$ cat src/rtl/dl_adder_arb.sv
// dl_adder_arb: round-robin arbiter sharing one NUM_BITS adder among NUM_REQ
// requesters. One request is granted per cycle. The sum and carry-out are
// registered and returned on a single response channel tagged with the
// requester index.
//
// Optional feature macro: DL_ADDER_ARB_OVF_STICKY_EN
//   When defined, adds ovf_clr (in) and ovf_sticky[NUM_REQ] (out). These are
//   per-requester sticky carry-out flags.
//
// Ports:
//   clk, rst_n            clock, asynchronous active-low reset
//   req_valid[NUM_REQ]    per-requester request valid
//   req_ready[NUM_REQ]    per-requester accept (combinational, one-hot or zero)
//   req_a/req_b           packed operands, requester i at [i*NUM_BITS +: NUM_BITS]
//   rsp_valid/rsp_ready   response handshake
//   rsp_sum, rsp_cout     registered a+b and its unsigned carry-out
//   rsp_id                index of the requester that produced the response
module dl_adder_arb #(
  parameter int unsigned NUM_BITS = 32,
  parameter int unsigned NUM_REQ  = 4,
  localparam int unsigned ID_BITS = (NUM_REQ > 2) ? $clog2(NUM_REQ) : 1
) (
  input  logic                        clk,
  input  logic                        rst_n,
  input  logic [NUM_REQ-1:0]          req_valid,
  output logic [NUM_REQ-1:0]          req_ready,
  input  logic [NUM_REQ*NUM_BITS-1:0] req_a,
  input  logic [NUM_REQ*NUM_BITS-1:0] req_b,
  output logic                        rsp_valid,
  input  logic                        rsp_ready,
  output logic [NUM_BITS-1:0]         rsp_sum,
  output logic                        rsp_cout,
  output logic [ID_BITS-1:0]          rsp_id
`ifdef DL_ADDER_ARB_OVF_STICKY_EN
  ,
  input  logic                        ovf_clr,
  output logic [NUM_REQ-1:0]          ovf_sticky
`endif
);

  logic [ID_BITS-1:0]  ptr;
  logic [ID_BITS-1:0]  win;
  logic                found;
  logic                can_accept;
  logic                xfer;
  logic [NUM_BITS-1:0] a_sel;
  logic [NUM_BITS-1:0] b_sel;
  logic [NUM_BITS-1:0] sum_c;
  logic                cout_c;

  // Rotating priority search. The first pass covers indices >= ptr. The
  // second pass wraps around to the lowest set index.
  always_comb begin
    found = 1'b0;
    win   = '0;
    for (int i = 0; i < NUM_REQ; i++) begin
      if (!found && req_valid[i] && (ID_BITS'(i) >= ptr)) begin
        found = 1'b1;
        win   = ID_BITS'(i);
      end
    end
    for (int i = 0; i < NUM_REQ; i++) begin
      if (!found && req_valid[i]) begin
        found = 1'b1;
        win   = ID_BITS'(i);
      end
    end
  end

  // Accept only when the output slot is empty or being drained this cycle.
  // The rst_n term keeps req_ready low while reset is asserted.
  assign can_accept = !rsp_valid || rsp_ready;
  assign xfer       = found && can_accept && rst_n;

  // One-hot grant, and operand mux for the winner.
  always_comb begin
    req_ready = '0;
    a_sel     = '0;
    b_sel     = '0;
    for (int i = 0; i < NUM_REQ; i++) begin
      if (win == ID_BITS'(i)) begin
        req_ready[i] = xfer;
        a_sel        = req_a[i*NUM_BITS +: NUM_BITS];
        b_sel        = req_b[i*NUM_BITS +: NUM_BITS];
      end
    end
  end

  // Shared adder. The extra top bit is the unsigned carry-out.
  assign {cout_c, sum_c} = {1'b0, a_sel} + {1'b0, b_sel};

  // Round-robin pointer. It wraps at NUM_REQ, not at 2^ID_BITS.
  always_ff @(posedge clk or negedge rst_n) begin
    if (!rst_n) begin
      ptr <= '0;
    end else if (xfer) begin
      ptr <= (win == ID_BITS'(NUM_REQ - 1)) ? '0 : win + ID_BITS'(1);
    end
  end

  // One-entry response register. A load overwrites the slot; a pop without
  // a load clears valid and leaves the payload as it was.
  always_ff @(posedge clk or negedge rst_n) begin
    if (!rst_n) begin
      rsp_valid <= 1'b0;
      rsp_sum   <= '0;
      rsp_cout  <= 1'b0;
      rsp_id    <= '0;
    end else if (xfer) begin
      rsp_valid <= 1'b1;
      rsp_sum   <= sum_c;
      rsp_cout  <= cout_c;
      rsp_id    <= win;
    end else if (rsp_ready) begin
      rsp_valid <= 1'b0;
    end
  end

`ifdef DL_ADDER_ARB_OVF_STICKY_EN
  // Sticky carry flags. A set in the same cycle wins over a clear.
  always_ff @(posedge clk or negedge rst_n) begin
    if (!rst_n) begin
      ovf_sticky <= '0;
    end else begin
      ovf_sticky <= (ovf_clr ? '0 : ovf_sticky) | (cout_c ? req_ready : '0);
    end
  end
`endif

endmodule

$ cat config.mk
export PLATFORM = sky130hd
export DESIGN_NAME = dl_adder_arb
export DESIGN_NICKNAME = d
export VERILOG_FILES = /design/src/rtl/dl_adder_arb.sv
export SDC_FILE = /design/constraint.sdc
export NUM_CORES = 1
export LEC_CHECK = 0
export ABC_CLOCK_PERIOD_IN_PS = 11400
export BUFFER_PORTS_ARGS = -buffer_cell sky130_fd_sc_hd__clkbuf_2
export CAP_MARGIN = 15
export CORE_ASPECT_RATIO = 0.7
export CORE_MARGIN = 5
export CORE_UTILIZATION = 23
export CTS_CLUSTER_SIZE = 10
export DETAILED_ROUTE_END_ITERATION = 7
export PLACE_DENSITY_LB_ADDON = 0.15
export SYNTH_ARGS = -nofsm -noshare
export SYNTH_HDL_FRONTEND = slang
export SYNTH_SLANG_ARGS = --single-unit
$ cat constraint.sdc
create_clock -name clk -period 11.4 [get_ports clk]
set_input_delay 1.14 -clock clk [delete_from_list [all_inputs] [get_ports clk]]
set_output_delay 1.14 -clock clk [all_outputs]
set_load 0.01 [all_outputs]
* After elaboration in Yosys (flattened, before gate mapping)
Index checks and enable logic that the tools add are counted.
Word-level totals: register bits after elaboration 38, input port bits 263, output and inout bits 40, logic and storage cells 68
Cells by class: add/subtract/negate cells 2, magnitude comparators 4, equality and inequality tests 3, multiplexer cells 30, reduce and logical (&&, ||, !) cells 24
Operator list (number):
- 32-bit 2-to-1 mux | 8
- 32-bit by 32-bit adder with 33-bit output | 1
- 1-bit 2-to-1 mux | 15
- 2-bit 2-to-1 mux | 7
- 1-bit logical AND | 13
- 1-bit logical NOT | 8
- 2-bit equality test, second input constant | 2
- 1-bit by 2-bit >= comparator with 1-bit output, first input constant | 2
- 2-bit >= comparator, first input constant | 2
- 2-bit by 1-bit adder with 2-bit output, second input constant | 1
- 2-bit by 1-bit equality test with 1-bit output, second input constant | 1
- 2-bit logical NOT | 1
- 2-bit nonzero test | 1
- 1-bit logical OR | 1

* Longest topological paths before layout
word-level depth 33, depth in mapped cells 26, depth with buffers taken out 24

* Worst setup path after synthesis
No wires, ideal clock.
kind input port to flip-flop, start in req_valid[0], end reg rsp_sum[29], arrival time 4.880 ns, setup slack 6.419 ns, stages 22, path buffers 2, cells stage by stage inv_1 > nor2_1 > a21oi_1 > o22ai_1 > a21oi_1 > ha_1 > clkbuf_1 > clkbuf_1 > a21oi_1 > nor2_1 > a21oi_1 > o21ai_0 > ha_1 > a211oi_1 > or4b_1 > o211ai_2 > a221o_4 > a211oi_1 > nand2b_4 > o21ai_4 > a31o_1 > o311ai_2
On the way: word-level cells in the longest chain between the ends 32
Ends and longest elaborated chain:
- from (decl) | line 25 | input logic [NUM_REQ-1:0] req_valid,
- 1-bit logical AND | line 57 | if (!found && req_valid[i] && (ID_BITS'(i) >= ptr)) begin
- 1-bit 2-to-1 mux | line 57
- 1-bit logical NOT | line 57
- 1-bit logical AND (2 in a row) | line 57
- 1-bit 2-to-1 mux | line 57
- 1-bit logical NOT | line 57
- 1-bit logical AND (2 in a row) | line 57
- 1-bit 2-to-1 mux | line 57
- (+12 left out)
- 1-bit 2-to-1 mux | line 63 | if (!found && req_valid[i]) begin
- 1-bit logical NOT | line 63
- 1-bit logical AND | line 63
- 2-bit 2-to-1 mux * | line 63
- named net win[0] | line 42 | logic [ID_BITS-1:0] win;
- 2-bit logical NOT | line 81 | if (win == ID_BITS'(i)) begin
- 32-bit 2-to-1 mux (4 in a row) | line 81
- 32-bit by 32-bit adder with 33-bit output * | line 90 | assign {cout_c, sum_c} = {1'b0, a_sel} + {1'b0, b_sel};
- to (signal assigned) | line 111 | rsp_sum <= sum_c;
- to (decl) | line 31 | output logic [NUM_BITS-1:0] rsp_sum,
The timed path passes the listed nets; every way through them passes the cells marked *. A chain may end at the register's enable or synchronous reset.

* Worst setup path after layout
start in req_valid[0], end reg rsp_sum[30]
The elaborated chain is that of the path after synthesis.

==> results by group <==
STA
  – Fmax: 159 MHz
  – Fin crit period: 6.31 ns
  – Clock skew: 0.00496 ns
  – Hold WS: 0.478 ns
  – Final hold vios: 0
  – Final worst slack: 5.09 ns
  – Slew margin rel.: 33.3%
  – Max-slew violations: 0
  – RSZ-0062 raised after global routing: false
  – Fin crit share: 55.3%
  – Setup TNS: 0 ns
  – Final setup violation count: 0
  – Worst Tran Pin Value: about 1.0 ns

Floorplanning
  – Overall die width: 189 um
  – I/O pin count: 303
  – Num rows: 45
  – Core Area: roughly 22000 um2
  – Die span in y: 135 um
  – Initial core utilization: 23.6%
  – Die area: 25600 um2

Synthesis
  – Seq/Total Area, Yosys: 18.4%
  – Cell area after synthesis: 5160 um2
  – Post-Syn Area per Cell: 6.03 um2
  – Count of cell types in the netlist: just under 50
  – Post-synth EDFFs: 0
  – Seq cells post-synth: 38
  – Synth Flop Type: dfrtp_1
  – Synth async-reset ratio: 100%
  – Post-Syn Nets: 1156
  – Post-Synthesis Cells: ~860
  – Synth warnings: 0

Power
  – Max VDD drop: 0.0000870 V
  – Clock share of power: 7.4%
  – P per Cell Area: 297 nW/um2
  – Psw: 1.18 mW
  – Sequential power share: 11.1%
  – Switching Share: 56.6%
  – Int Pwr: 0.905 mW
  – Logic gate share of total power: 81.4%
  – Lkg Pwr: 3.60 nW

Global route
  – Initial antenna violation count: 1
  – Remaining Overflow, GRT: 0
  – First-pass GRT wire length: 36100 um
  – GRT Total Usage: 18.1%
  – Pin count of the biggest net entering global routing: 94
  – Vias in the first global route: 6047

Critical path
  – Startpoint types: primary input
  – Worst-path maximum fanout: 76
  – Reg-to-Reg Start: ptr[0]
  – Crit end category: flip-flop
  – Worst Reg2Reg Path Length in Cells: 22
  – CP arrival: 6.44 ns
  – CP Class: in -> reg
  – R2R Path End: rsp_sum[30]
  – Setup crit end: rsp_sum[30]
  – Crit path launch: req_valid[0]
  – Critical Path RT: 11.53 ns
  – R2R setup slack: roughly 5.7 ns

Detailed routing
  – Total wire length: 24600 um
  – Drt drc: 0
  – Routed vias/inst: 4.69
  – Via count: roughly 6.5k
  – Drt wl/cell: 17.7 um
  – ANT nets after route: 0
  – Initial DRC Count: 390
  – Pre-antenna DRT Iters: 5

Placed design
  – HPWL after DPL: 20700 um
  – Port Buf Inserts: just over 300
  – RePlAce Congestion: about 0.88
  – Pre-CTS setup slack: 4.84 ns

Clock network
  – Hold-fix buffers, CTS: 0
  – # resized after CTS: 0
  – Post-CTS Repair Setup Buffers: 0
  – Root buffer cell: clkbuf_16
  – CTS H-tree lvls: 2
  – CTS buffer count: 5
  – CTS sink count: 38
  – CTS clk-pin slew, worst paths: 0.06 ns
  – CTS tree: done
  – Clk buf depth: 2
  – Clock Latency Late Sink: 0.28 ns

Finish
  – Commonest cells after routing, fill and taps aside: clkbuf_2, nand2_1, a21oi_1, nor2_1, o21ai_0
  – Share of cells above drive strength 1: 29.7%
  – Commonest non-fill, non-tap cell in the layout: clkbuf_2
  – Area Overhead vs Synth: 36.2%
  – Fin nets: 1405
  – Final Util: 32.2%
  – # diodes: 0

Flow run
  – MaxCap Viol Count: 0

Min path
  – Hold crit path type: reg -> reg

Run status
  – Status: completed
==> sequential cells by signal (all words and copies together) (netlist names) <==
name and flops:
rsp_sum 32, rsp_cout 1, rsp_id 2, ptr 2, rsp_valid 1
==> layer usage <==
metal	share of wire [%]	routed length [um]	track usage, %	vias up
met1	52	12800	28.7	2842
met5	0	0	0	-
met3	7.4	1810	3.99	8
met4	0.50	123	1.62	0
li1	-	-	-	3440
met2	40	9850	25.3	214
==> metrics by stage <==
step	cells	power, mW	area (um2)
after floorplan	856	1.39	5160
after global placement	1380	1.93	6860
after detailed placement	1380	1.93	6860
after CTS	1388	2.09	7030
after global routing	1388	2.30	7030
final	1388	2.09	7030
==> power by group through the flow <==
stage / Sequential, mW / Clock (mW) / Combinational, mW
after floorplan: 0.259 / 0 / 1.13
after global routing: 0.243 / 0.166 / 1.89
after detailed placement: 0.237 / 0 / 1.69
after CTS: 0.234 / 0.160 / 1.70
final: 0.233 / 0.155 / 1.70
after global placement: 0.236 / 0 / 1.69
==> area by class of cell <==
cell class / count / area (um2)
Fill cell: 2539 / 14800
Clock buffer: 5 / 125
Inverter: 12 / 45.0
Multi-Input combinational cell: 740 / 3960
Sequential cell: 38 / 951
Clock inverter: 3 / 40.0
Tap cell: 282 / 353
Timing Repair Buffer: 308 / 1560
==> how the worst min path moves through the flow <==
stage,start,endpoint,cells past startpoint
4_1_cts,rsp_sum[0],rsp_sum[0],2
3_3_place_gp,rsp_sum[1],rsp_sum[1],2
2_1_floorplan,ptr[0],ptr[0],2
6_report,rsp_sum[6],rsp_sum[6],2
3_5_place_dp,rsp_sum[0],rsp_sum[0],2
5_1_grt,rsp_sum[1],rsp_sum[1],2
==> synthesized netlist by cell type (4+ instances only) <==
library cell | number | area, um2
nand3_1 | 8 | 40.0
dfrtp_1 | 38 | 951
buf_1 | 4 | 15.0
o21ai_0 | 79 | 395
clkbuf_1 | 61 | 229
a211oi_1 | 4 | 30.0
ha_1 | 36 | 450
xor2_1 | 15 | 131
nand2_1 | 185 | 694
a21o_1 | 11 | 82.6
o211ai_1 | 4 | 30.0
o21ai_1 | 24 | 120
nor2_1 | 139 | 522
xnor2_1 | 13 | 114
and2_1 | 5 | 31.3
inv_1 | 12 | 45.0
a21oi_1 | 166 | 831
nand2b_1 | 5 | 31.3
==> cell families after synthesis <==
kind of cell               synth area share [%]
DFF                                        18.4
and+or+nand+nor                            28.0
xor gates and xnor gates                   4.76
muxes                                     0.218
AOI/OAI and AO/OA                          33.8
adders and majority gates                  9.12
buffers and inverters                      5.70
==> critical path, stage by stage <==
cell and delay [ns]:
clkbuf_2 0.10, inv_1 0.07, nor2_1 0.05, a21oi_1 0.12, o22ai_1 0.09, a21oi_1 0.48, ha_4 0.60, buf_4 0.65
nor2_1 0.14, a21oi_1 0.14, nor2_1 0.05, a21oi_1 0.12, o21ai_0 0.09, ha_1 0.26, fa_1 0.42, a21oi_1 0.21
o211ai_1 0.17, nand4_1 0.16, nand3b_1 0.20, a21oi_1 0.32, o21ai_1 0.16, a221oi_1 0.33, xor2_1 0.19, o21ai_1 0.07
Note: power is estimated with default switching activity, not from simulation.
